===== src/rtl/lsu_pkg.sv =====
// Shared types and constants for the load/store unit: FSM states, access size codes, data width.
package lsu_pkg;

  localparam int unsigned DATA_W = 32;

  localparam logic [1:0] SZ_BYTE = 2'b00;
  localparam logic [1:0] SZ_HALF = 2'b01;
  localparam logic [1:0] SZ_WORD = 2'b10;

  typedef enum logic [2:0] {
    StIdle,
    StLoad,
    StStore,
    StRmwRd,
    StRmwWr,
    StResp
  } lsu_state_e;

  // Illegal size code or an address not naturally aligned to the access size.
  function automatic logic is_misaligned(logic [1:0] size, logic [1:0] addr_lo);
    unique case (size)
      SZ_BYTE: is_misaligned = 1'b0;
      SZ_HALF: is_misaligned = addr_lo[0];
      SZ_WORD: is_misaligned = (addr_lo != 2'b00);
      default: is_misaligned = 1'b1;
    endcase
  endfunction

endpackage


===== src/rtl/lsu_align.sv =====
// Little-endian lane logic: extracts and extends load data, and merges sub-word store
// data into a memory word for read-modify-write.
module lsu_align
  import lsu_pkg::*;
(
  input  logic [DATA_W-1:0] word_i,
  input  logic [1:0]        addr_lo_i,
  input  logic [1:0]        size_i,
  input  logic              sign_ext_i,
  input  logic [DATA_W-1:0] wdata_i,
  output logic [DATA_W-1:0] load_data_o,
  output logic [DATA_W-1:0] merged_o
);

  logic [7:0]  byte_v;
  logic [15:0] half_v;

  always_comb begin
    byte_v      = word_i[{addr_lo_i, 3'b000} +: 8];
    half_v      = word_i[{addr_lo_i[1], 4'b0000} +: 16];
    load_data_o = word_i;
    merged_o    = wdata_i;
    case (size_i)
      SZ_BYTE: begin
        load_data_o = {{24{sign_ext_i & byte_v[7]}}, byte_v};
        merged_o    = word_i;
        merged_o[{addr_lo_i, 3'b000} +: 8] = wdata_i[7:0];
      end
      SZ_HALF: begin
        load_data_o = {{16{sign_ext_i & half_v[15]}}, half_v};
        merged_o    = word_i;
        merged_o[{addr_lo_i[1], 4'b0000} +: 16] = wdata_i[15:0];
      end
      default: ;
    endcase
  end

endmodule


===== src/rtl/load_store_unit.sv =====
// Multi-cycle load/store unit between the pipeline and a word-wide data memory;
// sub-word stores are done as read-modify-write.
module load_store_unit
  import lsu_pkg::*;
#(
  parameter int unsigned ADDR_W = 32,
  parameter int unsigned DATA_W = 32  // only 32 is supported
) (
  input  logic              Clk,
  input  logic              Rst_n,
  input  logic              Req_Valid,
  output logic              Req_Ready,
  input  logic              Req_Write,
  input  logic [1:0]        Req_Size,
  input  logic              Req_Signed,
  input  logic [ADDR_W-1:0] Req_Addr,
  input  logic [DATA_W-1:0] Req_WData,
  output logic              Rsp_Valid,
  output logic [DATA_W-1:0] Rsp_RData,
  output logic              Rsp_Misalign,
  output logic [ADDR_W-1:0] Mem_Address,
  output logic [DATA_W-1:0] Mem_WriteData,
  output logic              Mem_MemWrite,
  output logic              Mem_MemRead,
  input  logic [DATA_W-1:0] Mem_ReadData
);

  lsu_state_e        state_q, state_d;
  logic [ADDR_W-1:0] addr_q;
  logic [1:0]        size_q;
  logic              signed_q, write_q, err_q;
  logic [DATA_W-1:0] wdata_q, word_q;
  logic              accept, req_err;
  logic [DATA_W-1:0] load_data, merged;

  assign accept  = Req_Valid & Req_Ready;
  assign req_err = is_misaligned(Req_Size, Req_Addr[1:0]);

  always_comb begin
    state_d = state_q;
    case (state_q)
      StIdle: begin
        if (accept) begin
          if (req_err)                state_d = StResp;
          else if (!Req_Write)        state_d = StLoad;
          else if (Req_Size == SZ_WORD) state_d = StStore;
          else                        state_d = StRmwRd;
        end
      end
      StLoad:  state_d = StResp;
      StStore: state_d = StResp;
      StRmwRd: state_d = StRmwWr;
      StRmwWr: state_d = StResp;
      StResp:  state_d = StIdle;
      default: state_d = StIdle;
    endcase
  end

  always_ff @(posedge Clk or negedge Rst_n) begin
    if (!Rst_n) begin
      state_q  <= StIdle;
      addr_q   <= '0;
      size_q   <= '0;
      signed_q <= 1'b0;
      write_q  <= 1'b0;
      err_q    <= 1'b0;
      wdata_q  <= '0;
      word_q   <= '0;
    end else begin
      state_q <= state_d;
      if (accept) begin
        addr_q   <= Req_Addr;
        size_q   <= Req_Size;
        signed_q <= Req_Signed;
        write_q  <= Req_Write;
        err_q    <= req_err;
        wdata_q  <= Req_WData;
      end
      if (Mem_MemRead) word_q <= Mem_ReadData;
    end
  end

  lsu_align u_align (
    .word_i      (word_q),
    .addr_lo_i   (addr_q[1:0]),
    .size_i      (size_q),
    .sign_ext_i  (signed_q),
    .wdata_i     (wdata_q),
    .load_data_o (load_data),
    .merged_o    (merged)
  );

  // Ready is held low while reset is asserted so nothing is accepted during reset.
  assign Req_Ready     = Rst_n && (state_q == StIdle);
  assign Mem_MemRead   = (state_q == StLoad) || (state_q == StRmwRd);
  assign Mem_MemWrite  = (state_q == StStore) || (state_q == StRmwWr);
  assign Mem_Address   = (Mem_MemRead || Mem_MemWrite) ? {addr_q[ADDR_W-1:2], 2'b00} : '0;
  assign Mem_WriteData = (state_q == StStore) ? wdata_q :
                         (state_q == StRmwWr) ? merged  : '0;
  assign Rsp_Valid     = (state_q == StResp);
  assign Rsp_Misalign  = Rsp_Valid && err_q;
  assign Rsp_RData     = (Rsp_Valid && !err_q && !write_q) ? load_data : '0;

endmodule


===== config.mk =====
export PLATFORM = sky130hd
export DESIGN_NAME = load_store_unit
export DESIGN_NICKNAME = d
export VERILOG_FILES = /design/src/rtl/lsu_pkg.sv /design/src/rtl/lsu_align.sv /design/src/rtl/load_store_unit.sv
export SDC_FILE = /design/constraint.sdc
export NUM_CORES = 1
export LEC_CHECK = 0
export ABC_AREA = 1
export CORE_MARGIN = 2
export CORE_UTILIZATION = 52
export CTS_CLUSTER_SIZE = 10
export DETAILED_ROUTE_END_ITERATION = 8
export PLACE_DENSITY = 0.89
export SLEW_MARGIN = 40
export SYNTH_ARGS = -nofsm -noshare
export SYNTH_HDL_FRONTEND = slang
export SYNTH_SLANG_ARGS = --single-unit

===== constraint.sdc =====
create_clock -name Clk -period 6.12 [get_ports Clk]
set_input_delay 1.224 -clock Clk [delete_from_list [all_inputs] [get_ports Clk]]
set_output_delay 1.224 -clock Clk [all_outputs]
set_load 0.05 [all_outputs]

==> flow_summary.json, run 1 <==
{
  "die_x_um": 120,
  "cp_max_fo": 24,
  "via_per_inst": 5.27,
  "whs_path_depth": 2,
  "grt_setup_unrepaired": "no",
  "intPower_mw": 2.38,
  "ant_nets": 0,
  "dpl_worst_slack_ps": 1600,
  "synth_top_area_cell": "dfrtp_1",
  "postCtsHoldBufs": 0,
  "ff_latch_area_um2": 2600,
  "syn_area_um2": 7050,
  "synth_mux_area_share_pct": 0,
  "synthAdderAreaFrac_pct": 0.888,
  "routed_wirelength_um": 22300,
  "dieArea_um2": 14500,
  "crit_type": "flop to output pin",
  "track_usage_pct": 31.0,
  "cts_sinks": 104,
  "start_util_pct": 53.2,
  "skew_ps": 3.63,
  "max_cap_viol_count": 0,
  "drv_slew": 0,
  "outcome": "complete, no violations",
  "cts_resized": 0,
  "cts_setup_buffers": 0,
  "drive_gt1_share_pct": 4.30,
  "diodes": 0,
  "final_cell_mix": "533 x nand2_1, 200 x clkdlybuf4s50_1, 103 x dfrtp_1, 90 x o21ai_0, 79 x inv_1",
  "wire_per_inst_um": 15.6,
  "arrival_ps": 3740,
  "htreeDepth": 3,
  "rows": 42,
  "core_um2": 13200,
  "cts.path.max_buffers": 2,
  "drcViolationCount": 0,
  "final_util_pct": 69.4,
  "syn_area_per_cell_um2": 6.43,
  "firstDrtPassIters": 6,
  "reg2reg_to": "state_q[2]$_DFFE_PN0P_",
  "finalPower_mw": 5.42,
  "fin_tns_setup_ps": 0,
  "pin_count": 204,
  "yosys_register_bits": 104,
  "vdd_drop_max_mv": 0.374,
  "setup_viol": 0,
  "final_area_um2": 9200,
  "cp.required_ps": 4900,
  "fin_nets": 1358,
  "routed-via-count": 7548,
  "grt_start_max_net_pins": 84,
  "critPathLaunchType": "flop",
  "grt-ovfl-total": 0,
  "first_iter_violations": 853,
  "placedCellCount": 1415,
  "rr_startpoint": "state_q[0]$_DFFE_PN0P_",
  "power_density_nw_per_um2": 590,
  "seq_area_frac_synth_pct": 36.9,
  "hpwl_um": 16400,
  "synth_cell_types": 31,
  "yosys-top-cells-area": "dfrtp_1 37%, nand2_1 28%, o21ai_0 6.4%",
  "multi_input_area_um2": 3650,
  "end_kind": "output pin",
  "swShare_pct": 56.0,
  "relSlewSlack_pct": 48.7,
  "hp-class": "flop to flop",
  "layout_commonest_cell": "nand2_1",
  "worst-r2r-setup-slack_ps": 4050,
  "die_y_um": 120,
  "yosys.area_share.simple_pct": 35.1,
  "tightest_slew_ps": 769,
  "portBuffers": 201,
  "p_seq_share_pct": 25.7,
  "finalHoldViolCount": 0,
  "antenna_found_initial": 0,
  "fmax_ghz": 0.201,
  "worst_slack_ps": 1150,
  "cts_buffers": 9,
  "area_delta_synth_final_pct": 30.5,
  "synthXorXnorAreaFrac_pct": 0,
  "hold-path-endpoint": "addr_q[5]$_DFFE_PN0P_",
  "ys_warn_count": 0,
  "fin_cells": 1431,
  "period_share_pct": 81.1,
  "gp_congestion": 0.983,
  "hp-start": "addr_q[5]$_DFFE_PN0P_",
  "synth_compound_area_share_pct": 15.7,
  "cts_tree": "done",
  "nFillCells": 1199,
  "combPwrFrac_pct": 64.0,
  "grt_pass1_vias": 6875,
  "grt_pass1_wl_um": 35300,
  "hold_slack_ps": 475,
  "clk_pin_slew_worst_paths_ps": 70,
  "synth_top_area_share_pct": 36.9,
  "power_frac_clock_pct": 10.3,
  "period_minus_slack_ps": 4970,
  "synth_cells": 1096,
  "cts-root-buf": "clkbuf_16",
  "synth_top_family_by_area": "simple AND/OR/NAND/NOR gates",
  "p_sw_mw": 3.04,
  "p_leak_nw": 4.53,
  "postPlaceCellArea_um2": 8910,
  "clk_latency_ps": 350,
  "worst-r2r-cell-count": 7
}
[kinds of logic after synthesis]
kind of cell,Yosys count
fa+ha+maj,5
other cells,1
flops,104
simple gates,624
buf+inv,160
compound gates,202
[worst max path at each step]
stage	start	end	slack (ps)	cells after the start
final	addr_q[0]$_DFFE_PN0P_	Mem_WriteData[16]	1150	11
after detailed placement	addr_q[0]$_DFFE_PN0P_	Mem_WriteData[16]	1600	11
after floorplan	state_q[1]$_DFFE_PN0P_	Rsp_RData[0]	2720	8
after global placement	addr_q[0]$_DFFE_PN0P_	Mem_WriteData[16]	1730	11
after global routing	addr_q[0]$_DFFE_PN0P_	Mem_WriteData[22]	920	11
after CTS	addr_q[0]$_DFFE_PN0P_	Mem_WriteData[16]	1210	11
[cell usage after synthesis, drive strengths merged]
| cell type | n |
|---|---|
| a21boi | 16 |
| a21oi | 69 |
| and2 | 2 |
| buf | 55 |
| clkbuf | 14 |
| clkinv | 1 |
| conb | 1 |
| dfrtp | 104 |
| ha | 5 |
| inv | 90 |
| nand2 | 537 |
| nand3 | 39 |
| nand4 | 3 |
| nor2 | 40 |
| nor3 | 3 |
| o211ai | 15 |
| o21a | 3 |
| o21ai | 99 |
[final cells by class]
cell class / count / share of cell area (%)
Multi-Input combinational cell: 833 / 39.7
Sequential cell: 104 / 28.3
Timing Repair Buffer: 211 / 22.8
Inverter: 91 / 3.74
Clock buffer: 12 / 2.79
Tap cell: 176 / 2.39
Clock inverter: 4 / 0.299
[power by group through the flow]
stage | sequential, mW | clock (mW) | combinational [mW]
finish | 1.39 | 0.560 | 3.47
global route | 1.42 | 0.592 | 3.77
CTS | 1.37 | 0.565 | 3.45
detailed placement | 1.38 | 0 | 3.43
global placement | 1.37 | 0 | 3.39
floorplan | 1.25 | 0 | 2.56
[flip-flops by register name, indices dropped and copies added, names as in the netlist]
name	count
wdata_q	32
signed_q	1
word_q	32
addr_q	32
err_q	1
write_q	1
state_q	3
size_q	2
[per-layer routing]
metal  GRT usage (%)  vias to the layer above  wire (um)
met1            42.0                     3391       9170
met5               0                        -          0
li1                -                     3721          -
met3            7.17                       31       2450
met2            49.0                      405      10100
met4            10.7                        0        592
[critical path, cell delays in order, from the launching register on]
cell,delay [ps]
dfrtp_1,850
inv_2,190
ha_1,530
clkinv_1,320
nor2_4,270
nand2_1,100
nand2_1,80
nand2_1,50
nand3_1,70
nand2_1,50
nand2_1,80
clkdlybuf4s50_1,800
No activity file was read; power rests on OpenSTA's default activity.
==> inputs of run 2 (changes only) <==
Settings changed: CORE_UTILIZATION 52 to 44, PLACE_DENSITY 0.89 to 0.81.
Clock period 6.12 ns to 4.3 ns, I/O delays scaled along.
==> run 2 against run 1 <==
  * Highest routed layer unchanged
  * Cell count grew 3.0%
  * Global-route usage shrank 3.7 points
  * Final area grew 4.4%
  * Critical path type unchanged
  * Via count grew 1.2%
  * Largest power group unchanged
  * Flip-flop and latch count is the same
  * Clock power grew 54%
  * Power grew 48%
  * Sequential share of layout area shrank 1.2 points
==> flow_summary.json, run 2 (synthesis results as in run 1) <==
{
  "cts_sinks": 104,
  "clk_latency_ps": 360,
  "cts_buffers": 9,
  "pin_count": 204,
  "routed_wirelength_um": 23000,
  "p_seq_share_pct": 24.8,
  "hold-path-endpoint": "addr_q[16]$_DFFE_PN0P_",
  "vdd_drop_max_mv": 0.422,
  "grt_pass1_wl_um": 36300,
  "grt_pass1_vias": 6987,
  "drcViolationCount": 0,
  "hp-start": "addr_q[16]$_DFFE_PN0P_",
  "worst-r2r-cell-count": 6,
  "top_regs": "addr_q (32), wdata_q (32), word_q (32)",
  "skew_ps": 7.52,
  "htreeDepth": 3,
  "worst-r2r-setup-slack_ps": 2350,
  "clk_pin_slew_worst_paths_ps": 70,
  "grt_start_max_net_pins": 84,
  "hpwl_um": 17000,
  "ant_nets": 0,
  "cp_max_fo": 23,
  "gp_congestion": 0.938,
  "grt-ovfl-total": 0,
  "hp-class": "flop to flop",
  "combPwrFrac_pct": 64.5,
  "die_x_um": 131,
  "outcome": "complete, no violations",
  "cts_resized": 0,
  "finalHoldViolCount": 0,
  "diodes": 0,
  "layout_commonest_cell": "nand2_1",
  "via_per_inst": 5.18,
  "arrival_ps": 2770,
  "die_y_um": 131,
  "portBuffers": 201,
  "dieArea_um2": 17000,
  "ff_latch_area_um2": 2600,
  "period_share_pct": 84.4,
  "drive_gt1_share_pct": 9.38,
  "max_cap_viol_count": 0,
  "cts_tree": "done",
  "start_util_pct": 44.7,
  "nFillCells": 1473,
  "firstDrtPassIters": 5,
  "setup_viol": 0,
  "power_density_nw_per_um2": 834,
  "final_area_um2": 9600,
  "rr_startpoint": "state_q[1]$_DFFE_PN0P_",
  "cts-root-buf": "clkbuf_16",
  "end_kind": "output pin",
  "multi_input_area_um2": 3650,
  "reg2reg_to": "addr_q[28]$_DFFE_PN0P_",
  "cts_setup_buffers": 0,
  "first_iter_violations": 733,
  "fin_tns_setup_ps": 0,
  "cts.path.max_buffers": 2,
  "wire_per_inst_um": 15.6,
  "fmax_ghz": 0.276,
  "crit_type": "flop to output pin",
  "final_cell_mix": "533 x nand2_1, 140 x clkdlybuf4s50_1, 103 x dfrtp_1, 90 x o21ai_0, 79 x inv_1",
  "postCtsHoldBufs": 0,
  "antenna_found_initial": 0,
  "intPower_mw": 3.62,
  "fin_nets": 1361,
  "relSlewSlack_pct": 46.8,
  "whs_path_depth": 2,
  "swShare_pct": 54.8,
  "postPlaceCellArea_um2": 9290,
  "period_minus_slack_ps": 3630,
  "core_um2": 15800,
  "cp.required_ps": 3440,
  "p_leak_nw": 4.77,
  "power_frac_clock_pct": 10.7,
  "grt_setup_unrepaired": "no",
  "track_usage_pct": 27.3,
  "critPathLaunchType": "flop",
  "routed-via-count": 7641,
  "area_delta_synth_final_pct": 36.2,
  "drv_slew": 0,
  "p_sw_mw": 4.39,
  "rows": 46,
  "tightest_slew_ps": 799
}
## run 2: cell count changes in the layout (fill, tap and decap cells not counted)
cell | previous run | this run
clkdlybuf4s50_1 | 200 | 140
buf_12 | 0 | 37
buf_4 | 9 | 36
clkinvlp_4 | 0 | 2
buf_6 | 2 | 1
bufinv_16 | 0 | 1
clkbuf_1 | 1 | 0
clkinv_4 | 1 | 0
inv_6 | 1 | 0
## run 2: power by group through the flow
stage	clock (mW)	sequential, mW	combinational, mW
final	0.860	1.98	5.16
after global routing	0.914	2.04	5.62
after CTS	0.871	1.96	5.14
after detailed placement	0	1.97	5.12
after global placement	0	1.96	5.04
after floorplan	0	1.78	3.65
## run 2: worst max-delay path: stages (launching register included)
cell and delay, ps:
dfrtp_2 590, inv_1 110, ha_1 510, clkinv_1 330, nor2_4 260, nand2_1 80, nand2_1 60, nand2_1 60
nand3_1 70, nand2_1 60, nand2_1 130, buf_12 150
## run 2: per-layer routing
metal / part of all wire (%) / vias to the layer above / track usage, %
li1: - / 3732 / -
met1: 42 / 3419 / 37.7
met2: 44 / 447 / 41.2
met3: 11 / 43 / 6.23
met4: 3.2 / 0 / 11.9
met5: 0 / - / 0
## run 2: area by class of cell
type                       instances  share of cell area (%)
clock buffer                      11                    2.63
multi-input combinational        833                    38.0
sequential                       104                    27.1
inverter                          91                    3.58
timing repair buffer             214                    25.2
clock inverter                     5                   0.573
tap                              216                    2.82
## run 2: how the worst max path moves through the flow
stage                                start                end  depth (start not counted)
floorplan           state_q[1]$_DFFE_PN0P_       Rsp_RData[0]                          8
global placement    state_q[0]$_DFFE_PN0P_     Mem_Address[8]                          6
detailed placement  state_q[0]$_DFFE_PN0P_    Mem_Address[17]                          6
CTS                 state_q[0]$_DFFE_PN0P_    Mem_Address[17]                          6
global route         addr_q[1]$_DFFE_PN0P_  Mem_WriteData[20]                         11
finish               addr_q[1]$_DFFE_PN0P_  Mem_WriteData[22]                         11
## run 2: metrics by stage
stage,std cells,worst slack (ps),hold WS (ps),util [%],power [mW]
finish,1474,672,472,60.9,8.01
global route,1474,399,495,60.9,8.58
CTS,1474,674,475,60.9,7.97
detailed placement,1458,1070,459,58.9,7.09
global placement,1458,1130,454,58.9,7.00
floorplan,1097,1260,442,-,5.42
